`config.mk`:
```
export PLATFORM = sky130hd
export DESIGN_NAME = wb_ddr_bridge
export DESIGN_NICKNAME = d
export VERILOG_FILES = /design/src/rtl/wb_ddr_bridge.sv
export SDC_FILE = /design/constraint.sdc
export NUM_CORES = 1
export LEC_CHECK = 0
export ABC_AREA = 1
export BUFFER_PORTS_ARGS = -buffer_cell sky130_fd_sc_hd__buf_2
export CAP_MARGIN = 20
export CORE_MARGIN = 5
export CORE_UTILIZATION = 53
export CTS_BUF_LIST = sky130_fd_sc_hd__clkbuf_2 sky130_fd_sc_hd__clkbuf_4 sky130_fd_sc_hd__clkbuf_8
export DETAILED_ROUTE_END_ITERATION = 6
export PLACE_DENSITY = 0.85
export SLEW_MARGIN = 25
export SYNTH_ARGS = -nofsm -noshare
export SYNTH_HDL_FRONTEND = slang
export SYNTH_SLANG_ARGS = --single-unit
```
`constraint.sdc`:
```
create_clock -name clk -period 3.6 [get_ports clk]
set_clock_uncertainty 0.1 [all_clocks]
set_input_delay 0 -clock clk [delete_from_list [all_inputs] [get_ports clk]]
set_output_delay 0 -clock clk [all_outputs]
set_load 0.05 [all_outputs]
```
`src/rtl/wb_ddr_bridge.sv`:
```
// wb_ddr_bridge: Wishbone slave bridging to the ddr_controller user-command interface
module wb_ddr_bridge #(
   parameter int          DATA_WIDTH  = 32,
   parameter int          ADDR_WIDTH  = 24,
   parameter int          WFIFO_DEPTH = 4,
   parameter int          TIMEOUT     = 1024,
   parameter logic [31:0] STATUS_ADDR = 32'h00FFFFFF
) (
   input  logic                  clk,
   input  logic                  rst,
   input  logic                  wbs_we_i,
   input  logic                  wbs_cyc_i,
   input  logic                  wbs_stb_i,
   input  logic [31:0]           wbs_adr_i,
   input  logic [DATA_WIDTH-1:0] wbs_dat_i,
   output logic [DATA_WIDTH-1:0] wbs_dat_o,
   output logic                  wbs_ack_o,
   output logic                  wbs_int_o,
   output logic [3:0]            user_cmd,
   output logic                  user_cmd_vld,
   output logic [ADDR_WIDTH-1:0] user_addr,
   output logic [DATA_WIDTH-1:0] user_data_in,
   output logic                  user_confirm,
   input  logic [DATA_WIDTH-1:0] user_data_out,
   input  logic                  user_data_out_vld,
   input  logic                  ddr_busy,
   input  logic                  ddr_ack,
   input  logic                  ddr_ready
);
   localparam int PW = $clog2(WFIFO_DEPTH);
   localparam int LW = PW + 1;
   localparam int CW = $clog2(TIMEOUT + 1);
   localparam logic [2:0] IDLE     = 3'd0;
   localparam logic [2:0] WR_ISSUE = 3'd1;
   localparam logic [2:0] WR_WAIT  = 3'd2;
   localparam logic [2:0] RD_ISSUE = 3'd3;
   localparam logic [2:0] RD_WAIT  = 3'd4;
   localparam logic [2:0] CONFIRM  = 3'd5;

   logic [2:0]            state_q, state_d;
   logic [ADDR_WIDTH-1:0] addr_mem_q [WFIFO_DEPTH];
   logic [DATA_WIDTH-1:0] data_mem_q [WFIFO_DEPTH];
   logic [PW-1:0]         wp_q, rp_q;
   logic [LW-1:0]         level_q, level_d;
   logic [CW-1:0]         cnt_q, cnt_d;
   logic [ADDR_WIDTH-1:0] rd_addr_q, rd_addr_d;
   logic [DATA_WIDTH-1:0] dat_q, dat_d, status;
   logic                  ack_q, ack_d, int_q, int_en_q, int_en_d;
   logic                  ts_q, ts_d, ds_q, ds_d;
   logic                  req, is_stat, full, empty, push, pop, rd_pend;
   logic                  expired, rd_done, rd_to, wr_to, stat_wr, stat_clr, drop;

   // A request is only considered while it is still unacknowledged
   assign req      = wbs_stb_i & wbs_cyc_i & ~ack_q;
   assign is_stat  = wbs_adr_i == STATUS_ADDR;
   assign full     = level_q == LW'(WFIFO_DEPTH);
   assign empty    = level_q == '0;
   // Full is the registered level, so a write stalled on full lands the cycle after the pop
   assign push     = req & wbs_we_i & ~is_stat & ddr_ready & ~full;
   assign rd_pend  = req & ~wbs_we_i & ~is_stat & ddr_ready;
   assign drop     = req & ~is_stat & ~ddr_ready;
   assign stat_wr  = req & is_stat & wbs_we_i;
   assign stat_clr = stat_wr & wbs_dat_i[0];
   assign expired  = cnt_q == CW'(TIMEOUT - 1);
   assign rd_done  = (state_q == RD_WAIT) & user_data_out_vld;
   assign rd_to    = (state_q == RD_WAIT) & ~user_data_out_vld & expired;
   assign wr_to    = (state_q == WR_WAIT) & ~ddr_ack & expired;
   assign pop      = (state_q == WR_WAIT) & (ddr_ack | expired);

   assign wbs_dat_o    = dat_q;
   assign wbs_ack_o    = ack_q;
   assign wbs_int_o    = int_q;
   assign user_cmd     = {3'b000, state_q == WR_ISSUE};
   assign user_cmd_vld = (state_q == WR_ISSUE) | (state_q == RD_ISSUE);
   assign user_addr    = (state_q == WR_ISSUE) ? addr_mem_q[rp_q] : (state_q == RD_ISSUE) ? rd_addr_q : '0;
   assign user_data_in = ((state_q == WR_ISSUE) | (state_q == WR_WAIT)) ? data_mem_q[rp_q] : '0;
   assign user_confirm = state_q == CONFIRM;

   // Status/control register image
   always_comb begin
      status       = '0;
      status[12:8] = 5'(level_q);
      status[6:0]  = {int_en_q, ts_q, ds_q, full, ddr_busy, ddr_ack, ddr_ready};
   end

   // Command sequencing: reads wait for an empty FIFO and never overtake posted writes
   always_comb begin
      state_d = state_q;
      case (state_q)
         IDLE:     state_d = ddr_busy ? IDLE : ~empty ? WR_ISSUE : rd_pend ? RD_ISSUE : IDLE;
         WR_ISSUE: state_d = WR_WAIT;
         WR_WAIT:  state_d = ddr_ack ? CONFIRM : expired ? IDLE : WR_WAIT;
         RD_ISSUE: state_d = RD_WAIT;
         RD_WAIT:  state_d = user_data_out_vld ? CONFIRM : expired ? IDLE : RD_WAIT;
         CONFIRM:  state_d = IDLE;
         default:  state_d = IDLE;
      endcase
   end

   // Bus response, timeout counter, FIFO level and sticky flag next-state
   always_comb begin
      ack_d     = ack_q ? (wbs_stb_i & wbs_cyc_i)
                        : (req & (is_stat | ~ddr_ready | (wbs_we_i & ~full))) | rd_done | rd_to;
      dat_d     = rd_done ? user_data_out
                : (rd_to | (drop & ~wbs_we_i)) ? '1
                : (req & is_stat & ~wbs_we_i) ? status : dat_q;
      cnt_d     = ((state_q == WR_ISSUE) | (state_q == RD_ISSUE) | (state_q == WR_WAIT) | (state_q == RD_WAIT))
                ? cnt_q + CW'(1) : '0;
      rd_addr_d = ((state_q == IDLE) & rd_pend) ? wbs_adr_i[ADDR_WIDTH-1:0] : rd_addr_q;
      level_d   = level_q + LW'(push) - LW'(pop);
      ds_d      = (ds_q & ~stat_clr) | drop;
      ts_d      = (ts_q & ~stat_clr) | rd_to | wr_to;
      int_en_d  = stat_wr ? wbs_dat_i[1] : int_en_q;
   end

   // Control state registers
   always_ff @(posedge clk) begin
      if (rst) begin
         state_q   <= IDLE;
         wp_q      <= '0;
         rp_q      <= '0;
         level_q   <= '0;
         cnt_q     <= '0;
         rd_addr_q <= '0;
         dat_q     <= '0;
         ack_q     <= 1'b0;
         int_q     <= 1'b0;
         int_en_q  <= 1'b0;
         ts_q      <= 1'b0;
         ds_q      <= 1'b0;
      end else begin
         state_q   <= state_d;
         wp_q      <= push ? wp_q + PW'(1) : wp_q;
         rp_q      <= pop ? rp_q + PW'(1) : rp_q;
         level_q   <= level_d;
         cnt_q     <= cnt_d;
         rd_addr_q <= rd_addr_d;
         dat_q     <= dat_d;
         ack_q     <= ack_d;
         int_q     <= int_en_q & (ts_q | ds_q);
         int_en_q  <= int_en_d;
         ts_q      <= ts_d;
         ds_q      <= ds_d;
      end
   end

   // Posted-write storage; contents are don't-care until pushed
   always_ff @(posedge clk) begin
      if (push) begin
         addr_mem_q[wp_q] <= wbs_adr_i[ADDR_WIDTH-1:0];
         data_mem_q[wp_q] <= wbs_dat_i;
      end
   end
endmodule

```
==> flow_metrics.tcl, run 1 <==
set metrics [dict create \
    drcViolationCount 0 \
    mostFrequentLayoutCell "edfxtp_1" \
    max_freq_mhz 323.4 \
    powerDensity_nw_per_um2 489.4 \
    fp.coreArea_um2 24110 \
    die_area_um2 27500 \
    stdcell_count 1894 \
    hold_buffers 107 \
    grt_usage_pct 24.42 \
    cp.arrival_ps 3480 \
    p_int_uw 5866 \
    area_delta_synth_final_pct 26.21 \
    dp_hpwl_um 19650 \
    post_drt_wl_per_cell_um 18.34 \
    cts_buffer_depth 3 \
    dp_cells 1699 \
    ys_ff_latch 308 \
    post-route-util_pct 67.39 \
    crit_required_ps 3980 \
    synth-seq-area-share_pct 65.32 \
    fin_crit_sh_pct 85.90 \
    holdWs_ps 115.0 \
    ys_warn_count 0 \
    cts_sinks 308 \
    min_period_ps 3092 \
    setup_violations 0 \
    viasPerCell 5.489 \
    vdd_ir_drop_max_uv 301.3 \
    layout.nets 1645 \
    tightest_slew_ps 846.6 \
    cts-resized-gates 0 \
    via_count 10400 \
    grt_first_pass_wirelength_um 55430 \
    num_rows 57 \
    final_cell_mix "edfxtp_1, buf_2, nand2_1" \
    grt_max_degree 79 \
    netlist_instances 1230 \
    die_y_um 165.8 \
    regToRegEndpoint "wbs_dat_o[2]" \
    post_cts_buffers 0 \
    syn_area_per_cell_um2 10.47 \
    r2r_cells 12 \
    crit_type "primary input to register" \
    gr-total-overflow 0 \
    cts_root_buf "clkbuf_8" \
    numCtsBuffers 48 \
    antenna_found_initial 2 \
    cts_tree "done" \
    reg2reg_from "cnt_q[0]" \
    reg2reg_slack_ps 710 \
    start_util_pct 53.40 \
    ant_nets 0 \
    path_clk_slew_ps 70 \
    io_pins 201 \
    rsz0062_at_grt "no" \
    synthDistinctLibCells 39 \
    insertion_delay_ps 540 \
    status "finished, final reports clean" \
    min_path_type "primary input to register" \
    slew_violations 0 \
    cp-end-kind "register" \
    port_buffers 197 \
    cts_htree_levels 2 \
    relSlewSlack_pct 43.56 \
    first_pass_iters 6 \
    netlist_area_um2 12870 \
    p_comb_share_pct 13.2 \
    p_sw_share_pct 26.21 \
    gp_congestion 0.8032 \
    startpoint_type "primary input" \
    wirelength_um 34740 \
    hold_viol 0 \
    drt-initial-drc-count 951 \
    path_max_fanout 22 \
    cp-startpoint "wbs_cyc_i" \
    seq_power_share_pct 49.0 \
    grt_pass1_vias 10830 \
    endpoint "wbs_dat_o[2]" \
    drive_gt1_share_pct 22.39 \
    die_x_um 165.8 \
    pwr-share-clk_pct 37.8 \
    p_leak_uw 0.006914 \
    drv_cap 0 \
    switchingPower_uw 2084 \
]
power by group through the flow:
stage	registers, µW	clock network [µW]	logic, µW
6_report	3890	3010	1050
2_1_floorplan	4020	0	586
4_1_cts	3890	3040	1030
5_1_grt	3900	3230	1120
3_3_place_gp	3960	0	915
3_5_place_dp	3970	0	936
sequential cells by signal, summed over array words and instances, names as in the netlist, named ones only:
signal / count
data_mem_q: 128
addr_mem_q: 96
wbs_dat_o: 32
rd_addr_q: 24
cnt_q: 11
level_q: 3
state_q: 3
rp_q: 2
wp_q: 2
ds_q: 1
int_en_q: 1
ts_q: 1
wbs_ack_o: 1
wbs_int_o: 1
metal layers:
metal	wire (µm)	vias to the layer above	global-route usage, %
li1	-	4832	-
met1	13210	4980	29.27
met2	17730	489	42.58
met3	2735	95	5.737
met4	1069	0	10.01
met5	0	-	0
area by class of cell:
class	count	area, µm²
multi-input cells	748	3764
flip-flops and latches	308	8413
diodes	2	5.005
clock inverters	6	65.06
repair buffers	326	2285
clock buffers	80	932.1
well taps	324	405.4
inverters	100	376.6
fillers	1707	7860
Yosys cell counts (all sizes together):
cell type,number,area (µm²)
nor3b,3,22.52
a21o,24,180.2
edfxtp,224,6726
a21oi,97,485.5
or2,10,62.56
nor3,6,41.29
nor2,185,749.5
o21bai,1,11.26
a211oi,2,15.01
o22ai,32,200.2
nand3,56,310.3
conb,1,3.750
fa,1,20.02
a221oi,24,210.2
ha,7,87.58
clkbuf,43,161.4
inv,100,375.4
nand2,208,818.3
xnor2,1,8.760
nand4,13,102.6
buf,33,206.4
a31oi,1,6.260
o21ai,70,350.3
dfxtp,84,1682
xor2,4,35.03
worst min path at each step:
stage / startpoint / endpoint / slack (ps) / cells after the start
3_3_place_gp: wbs_dat_i[9] / data_mem_q[3][9] / 110 / 1
2_1_floorplan: wbs_adr_i[0] / addr_mem_q[0][0] / -1 / 0
4_1_cts: wbs_dat_i[22] / data_mem_q[3][22] / 80 / 2
6_report: wbs_dat_i[27] / data_mem_q[2][27] / 120 / 2
5_1_grt: wbs_dat_i[29] / data_mem_q[3][29] / 90 / 2
3_5_place_dp: wbs_dat_i[4] / data_mem_q[3][4] / 120 / 1
critical path: stages:
cell and delay (ps):
dlygate4sd3_1 510, buf_2 90, nand2_1 50, dlygate4sd3_1 580, nor2_2 150, nand4_2 500, nand3_1 270, nand2_1 60
dlygate4sd3_1 560, a21oi_1 130, dlygate4sd3_1 560
stage by stage:
stage               TNS [ps]  worst slack [ps]  total power [µW]  cell area [µm²]
floorplan            -109650            -489.5              4610            12880
global route               0             409.5              8247            16250
finish                     0             507.6              7950            16250
global placement           0              1119              4878            14170
detailed placement         0              1007              4902            14170
CTS                        0             569.0              7966            16240
cell families (layout without fill, tap and decap cells):
| family | Yosys count | after routing | synth area share (%) |
|---|---|---|---|
| AND/OR/NAND/NOR | 481 | 481 | 16.37 |
| buffers and inverters | 176 | 512 | 5.774 |
| other | 1 | 5 | 0.02913 |
| flip-flops | 308 | 308 | 65.32 |
| adder cells (fa/ha/maj) | 8 | 8 | 0.8359 |
| AO/OA/AOI/OAI | 251 | 251 | 11.33 |
| XOR/XNOR | 5 | 5 | 0.3402 |
Note: power is estimated with default switching activity, not from simulation.
==> run 2: changes to the inputs <==
- CORE_UTILIZATION: 53 -> 55
- CTS_BUF_LIST: sky130_fd_sc_hd__clkbuf_2 sky130_fd_sc_hd__clkbuf_4 sky130_fd_sc_hd__clkbuf_8 -> unset
- clock period: 3.6 -> 3.05 ns (I/O delays scaled with it)
==> flow_metrics.tcl, run 2 (same netlist as run 1, synthesis figures left out) <==
set metrics [dict create \
    status "finished, final reports clean" \
    hold_depth 2 \
    die_y_um 163.0 \
    via_count 10310 \
    grtUsageMet2_pct 43.53 \
    top_register "data_mem_q" \
    multi_input_area_um2 3777 \
    startpoint_type "primary input" \
    port_buffers 197 \
    crit_buf_inv 6 \
    cts_buffer_depth 3 \
    rsz0062_at_grt "no" \
    min-delay-start "wbs_dat_i[4]" \
    max_freq_mhz 343.3 \
    pwr-share-clk_pct 37.5 \
    first_pass_iters 7 \
    ant_nets 0 \
    switchingPower_uw 2411 \
    setup_violations 0 \
    drt-initial-drc-count 834 \
    io_pins 201 \
    drcViolationCount 0 \
    drv_cap 0 \
    crit_family "buffers and inverters" \
    final.setup.tns_ps 0 \
    wirelength_um 33540 \
    holdPathEnd "data_mem_q[2][4]" \
    cts_root_buf "clkbuf_16" \
    cts_sinks 308 \
    r2r_cells 9 \
    antenna_found_initial 0 \
    path_clk_slew_ps 70 \
    reg2reg_from "state_q[2]" \
    crit_required_ps 3450 \
    regToRegEndpoint "wbs_dat_o[2]" \
    numCtsBuffers 30 \
    grt_busiest_layer "met2" \
    fin_crit_sh_pct 95.51 \
    cts_htree_levels 1 \
    critical_path.cell_chain "dlygate4sd3_1 -> buf_2 -> nand2_1 -> dlygate4sd3_1 -> nor2_2 -> nand4_4 -> buf_4 -> nand3_1 -> nand2_1 -> dlygate4sd3_1 -> a21oi_1 -> dlygate4sd3_1" \
    dp_hpwl_um 18270 \
    grt_pass1_vias 10630 \
    slowest_delay_ps 590 \
    cts_tree "done" \
    crit_type "primary input to register" \
    cp.arrival_ps 3320 \
    drive_gt1_share_pct 19.99 \
    use_met1_pct 31.18 \
    dp_cells 1693 \
    relSlewSlack_pct 36.87 \
    min_path_type "primary input to register" \
    crit_top_cell "dlygate4sd3_1" \
    hold_viol 0 \
    use_met3_pct 4.733 \
    vdd_ir_drop_max_uv 590.6 \
    tightest_slew_ps 946.9 \
    nFillCells 1638 \
    die_x_um 163.0 \
    final_cell_mix "edfxtp_1, buf_2, nand2_1" \
    start_util_pct 55.34 \
    gr-total-overflow 0 \
    min_period_ps 2913 \
    die_area_um2 26560 \
    grt_first_pass_wirelength_um 53590 \
    critical_path.slowest_cell "dlygate4sd3_1" \
    ff_latch_area_um2 8413 \
    gp_congestion 0.8361 \
    p_leak_uw 0.006843 \
    post_drt_wl_per_cell_um 18.03 \
    num_rows 56 \
    seq_power_share_pct 49.4 \
    powerDensity_nw_per_um2 575.2 \
    stdcell_count 1860 \
    viasPerCell 5.544 \
    mostFrequentLayoutCell "edfxtp_1" \
    reg2reg_slack_ps 160 \
    p_int_uw 6918 \
    layout.nets 1632 \
    slew_violations 0 \
    largest_reg_flops 128 \
    area_delta_synth_final_pct 25.98 \
    post-route-util_pct 69.71 \
    cp-end-kind "register" \
    antennaDiodeCount 0 \
    p_comb_share_pct 13.1 \
    path_max_fanout 12 \
    insertion_delay_ps 560 \
    grt_usage_pct 24.85 \
    fp.coreArea_um2 23260 \
    p_sw_share_pct 25.85 \
    grt_max_degree 75 \
]
## run 2: cell types whose count changed in the layout (fill, tap and decap cells not counted), sizes merged
cell	previous run	this run
clkbuf	80	43
bufinv	1	2
clkinv	4	8
buf	219	222
inv	101	99
clkinvlp	0	2
diode	2	0
dlygate4sd3	107	109
## run 2: stage by stage
| step | power (µW) | setup WS, ps | hold WS, ps | cell area [µm²] |
|---|---|---|---|---|
| 3_3_place_gp | 5756 | 553.3 | 112.1 | 14160 |
| 3_5_place_dp | 5783 | 467.3 | 117.5 | 14160 |
| 5_1_grt | 9650 | 10.28 | 105.4 | 16220 |
| 2_1_floorplan | 5441 | -137.4 | -1.131 | 12890 |
| 6_report | 9329 | 136.8 | 113.4 | 16220 |
| 4_1_cts | 9342 | 81.19 | 93.45 | 16170 |
## run 2: what timing repair did
item                                   4_1_cts  5_1_grt
hold buffers                               109        0
endpoints found under the hold margin      296        0
setup endpoints to repair                    0        1
gates resized for setup                      0        2
setup buffers                                0        4
## run 2: per-layer routing
metal  vias to the layer above  share of wire, %
li1                       4798                 -
met2                       495                50
met3                        87               8.0
met5                         -                 0
met1                      4932                39
met4                         0               2.8
## run 2: cell type report
| class | count | area share (%) |
|---|---|---|
| Sequential cell | 308 | 51.88 |
| Multi-Input combinational cell | 748 | 23.29 |
| Timing Repair Buffer | 331 | 14.35 |
| Clock buffer | 43 | 4.992 |
| Tap cell | 319 | 2.461 |
| Inverter | 100 | 2.322 |
| Clock inverter | 11 | 0.7021 |
## run 2: worst register-to-register path, stage by stage, from the launching register on
cell	delay, ps
dfxtp_1	460
nand2_1	170
nor2_2	120
buf_4	270
inv_2	180
or2_0	240
nand2_1	80
dlygate4sd3_1	550
a21oi_1	60
dlygate4sd3_1	560
## run 2: power groups by stage
stage | combinational [µW] | clock [µW] | sequential [µW]
3_5_place_dp | 1090 | 0 | 4690
4_1_cts | 1200 | 3530 | 4600
3_3_place_gp | 1070 | 0 | 4690
5_1_grt | 1310 | 3730 | 4610
6_report | 1220 | 3500 | 4610
2_1_floorplan | 693 | 0 | 4750
## run 2: worst max path at each step
stage / startpoint / end / depth (start not counted)
after global placement: cnt_q[0] / level_q[1] / 15
after detailed placement: cnt_q[0] / level_q[1] / 15
after global routing: wbs_cyc_i / wbs_dat_o[2] / 12
after floorplan: wbs_ack_o / addr_mem_q[0][0] / 5
after CTS: wbs_cyc_i / wbs_dat_o[2] / 13
final: wbs_cyc_i / wbs_dat_o[2] / 12
==> run 3: changes to the inputs <==
- CORE_MARGIN: 5 -> 10
- clock period: 3.05 -> 2.7 ns (I/O delays scaled with it)
==> flow_metrics.tcl, run 3 (same netlist as run 1, synthesis figures left out) <==
set metrics [dict create \
    largest_reg_flops 128 \
    cts_sinks 308 \
    cp-end-kind "primary output" \
    mostFrequentLayoutCell "edfxtp_1" \
    grt_pass1_vias 10630 \
    min_period_ps 2524 \
    fin_crit_sh_pct 93.48 \
    num_rows 55 \
    holdPathEnd "wbs_dat_o[0]" \
    cts_tree "done" \
    max_freq_mhz 396.2 \
    setup_violations 0 \
    path_clk_slew_ps 60 \
    dp_hpwl_um 20110 \
    via_count 10430 \
    r2r_cells 15 \
    slowest_delay_ps 550 \
    regToRegEndpoint "level_q[1]" \
    final.setup.tns_ps 0 \
    min-delay-start "wbs_stb_i" \
    crit_required_ps 2600 \
    post-route-util_pct 71.45 \
    reg2reg_from "cnt_q[0]" \
    drive_gt1_share_pct 21.28 \
    status "finished, final reports clean" \
    final_cell_mix "edfxtp_1, buf_2, nand2_1" \
    place_ws_ps 172.4 \
    viasPerCell 5.629 \
    reg2reg_slack_ps 200 \
    wirelength_um 35330 \
    min_path_type "primary input to register" \
    gp_congestion 0.8274 \
    grt_max_degree 75 \
    rsz0062_at_grt "no" \
    post_drt_wl_per_cell_um 19.07 \
    die_area_um2 29920 \
    io_pins 201 \
    start_util_pct 56.34 \
    holdWs_ps 99.77 \
    startpoint_type "register" \
    crit_type "register to primary output" \
    powerDensity_nw_per_um2 677.0 \
    area_delta_synth_final_pct 26.81 \
    ant_nets 0 \
    cts_htree_levels 1 \
    drt-initial-drc-count 1023 \
    fp.coreArea_um2 22850 \
    die_x_um 173.0 \
    tightest_slew_ps 856.7 \
    first_pass_iters 5 \
    relSlewSlack_pct 42.85 \
    layout.nets 1626 \
    critical_path.slowest_cell "dfxtp_4" \
    numCtsBuffers 30 \
    hold_depth 7 \
    cp.arrival_ps 2420 \
    antenna_found_initial 2 \
    port_buffers 197 \
    vdd_ir_drop_max_uv 537.4 \
    grt_usage_pct 22.56 \
    p_leak_uw 0.006876 \
    hold_viol 0 \
    slew_violations 0 \
    setup_ws_ps 176.0 \
    cts_root_buf "clkbuf_16" \
    die_y_um 173.0 \
    cts_buffer_depth 3 \
    critical_path.cell_chain "buf_12 -> a21oi_1 -> a221oi_1 -> a21o_1 -> buf_2" \
    insertion_delay_ps 550 \
    gr-total-overflow 0 \
    path_max_fanout 74 \
    grt_first_pass_wirelength_um 56020 \
    drcViolationCount 0 \
    drv_cap 0 \
    top_register "data_mem_q" \
]
## run 3: power breakdown
group | switching [µW] | total [µW] | internal (µW)
Clock | 1780 | 4460 | 2670
Combinational | 998 | 1400 | 405
Sequential | 50.5 | 5190 | 5140
Total | 2830 | 11100 | 8220
## run 3: final cells by class
| class | count | area (µm²) |
|---|---|---|
| flip-flops and latches | 308 | 8416 |
| fillers | 1509 | 6524 |
| multi-input cells | 748 | 3786 |
| repair buffers | 325 | 2281 |
| clock buffers | 35 | 789.5 |
| well taps | 313 | 391.6 |
| inverters | 100 | 376.6 |
| clock inverters | 21 | 277.8 |
| diodes | 2 | 5.005 |
## run 3: metrics by stage
step           instances  area (µm²)  total power, µW
2_1_floorplan       1232       12890             6146
3_3_place_gp        1693       14210             6514
3_5_place_dp        1693       14210             6540
4_1_cts             1848       16270            11040
5_1_grt             1852       16320            11400
6_report            1852       16320            11050
## run 3: worst max path at each step
stage	cells after the start	startpoint	end
2_1_floorplan	5	wbs_ack_o	addr_mem_q[0][0]
3_3_place_gp	15	cnt_q[0]	level_q[1]
3_5_place_dp	15	cnt_q[0]	level_q[1]
4_1_cts	6	register	user_addr[17]
5_1_grt	15	cnt_q[0]	level_q[1]
6_report	5	register	user_addr[0]
## run 3: metal layers
metal | global-route usage [%] | wire length, µm | vias to the layer above
met5 | 0 | 0 | -
met4 | 7.366 | 803 | 0
met3 | 5.794 | 3330 | 69
met2 | 39.24 | 18030 | 544
met1 | 26.72 | 13160 | 5011
li1 | - | - | 4801
## run 3: repair_timing
action                                  in CTS  in global routing
endpoints found under the hold margin      295                  0
endpoints found under the setup margin       0                 23
hold buffers                                99                  0
buffers inserted                             0                  2
gates resized for setup                      0                  7
## run 3: worst max-delay path, delay by kind of cell, from the launching register on
| family | cells | cell delay (ps) |
|---|---|---|
| compound gates | 3 | 650 |
| buf+inv | 2 | 610 |
| flops | 1 | 550 |
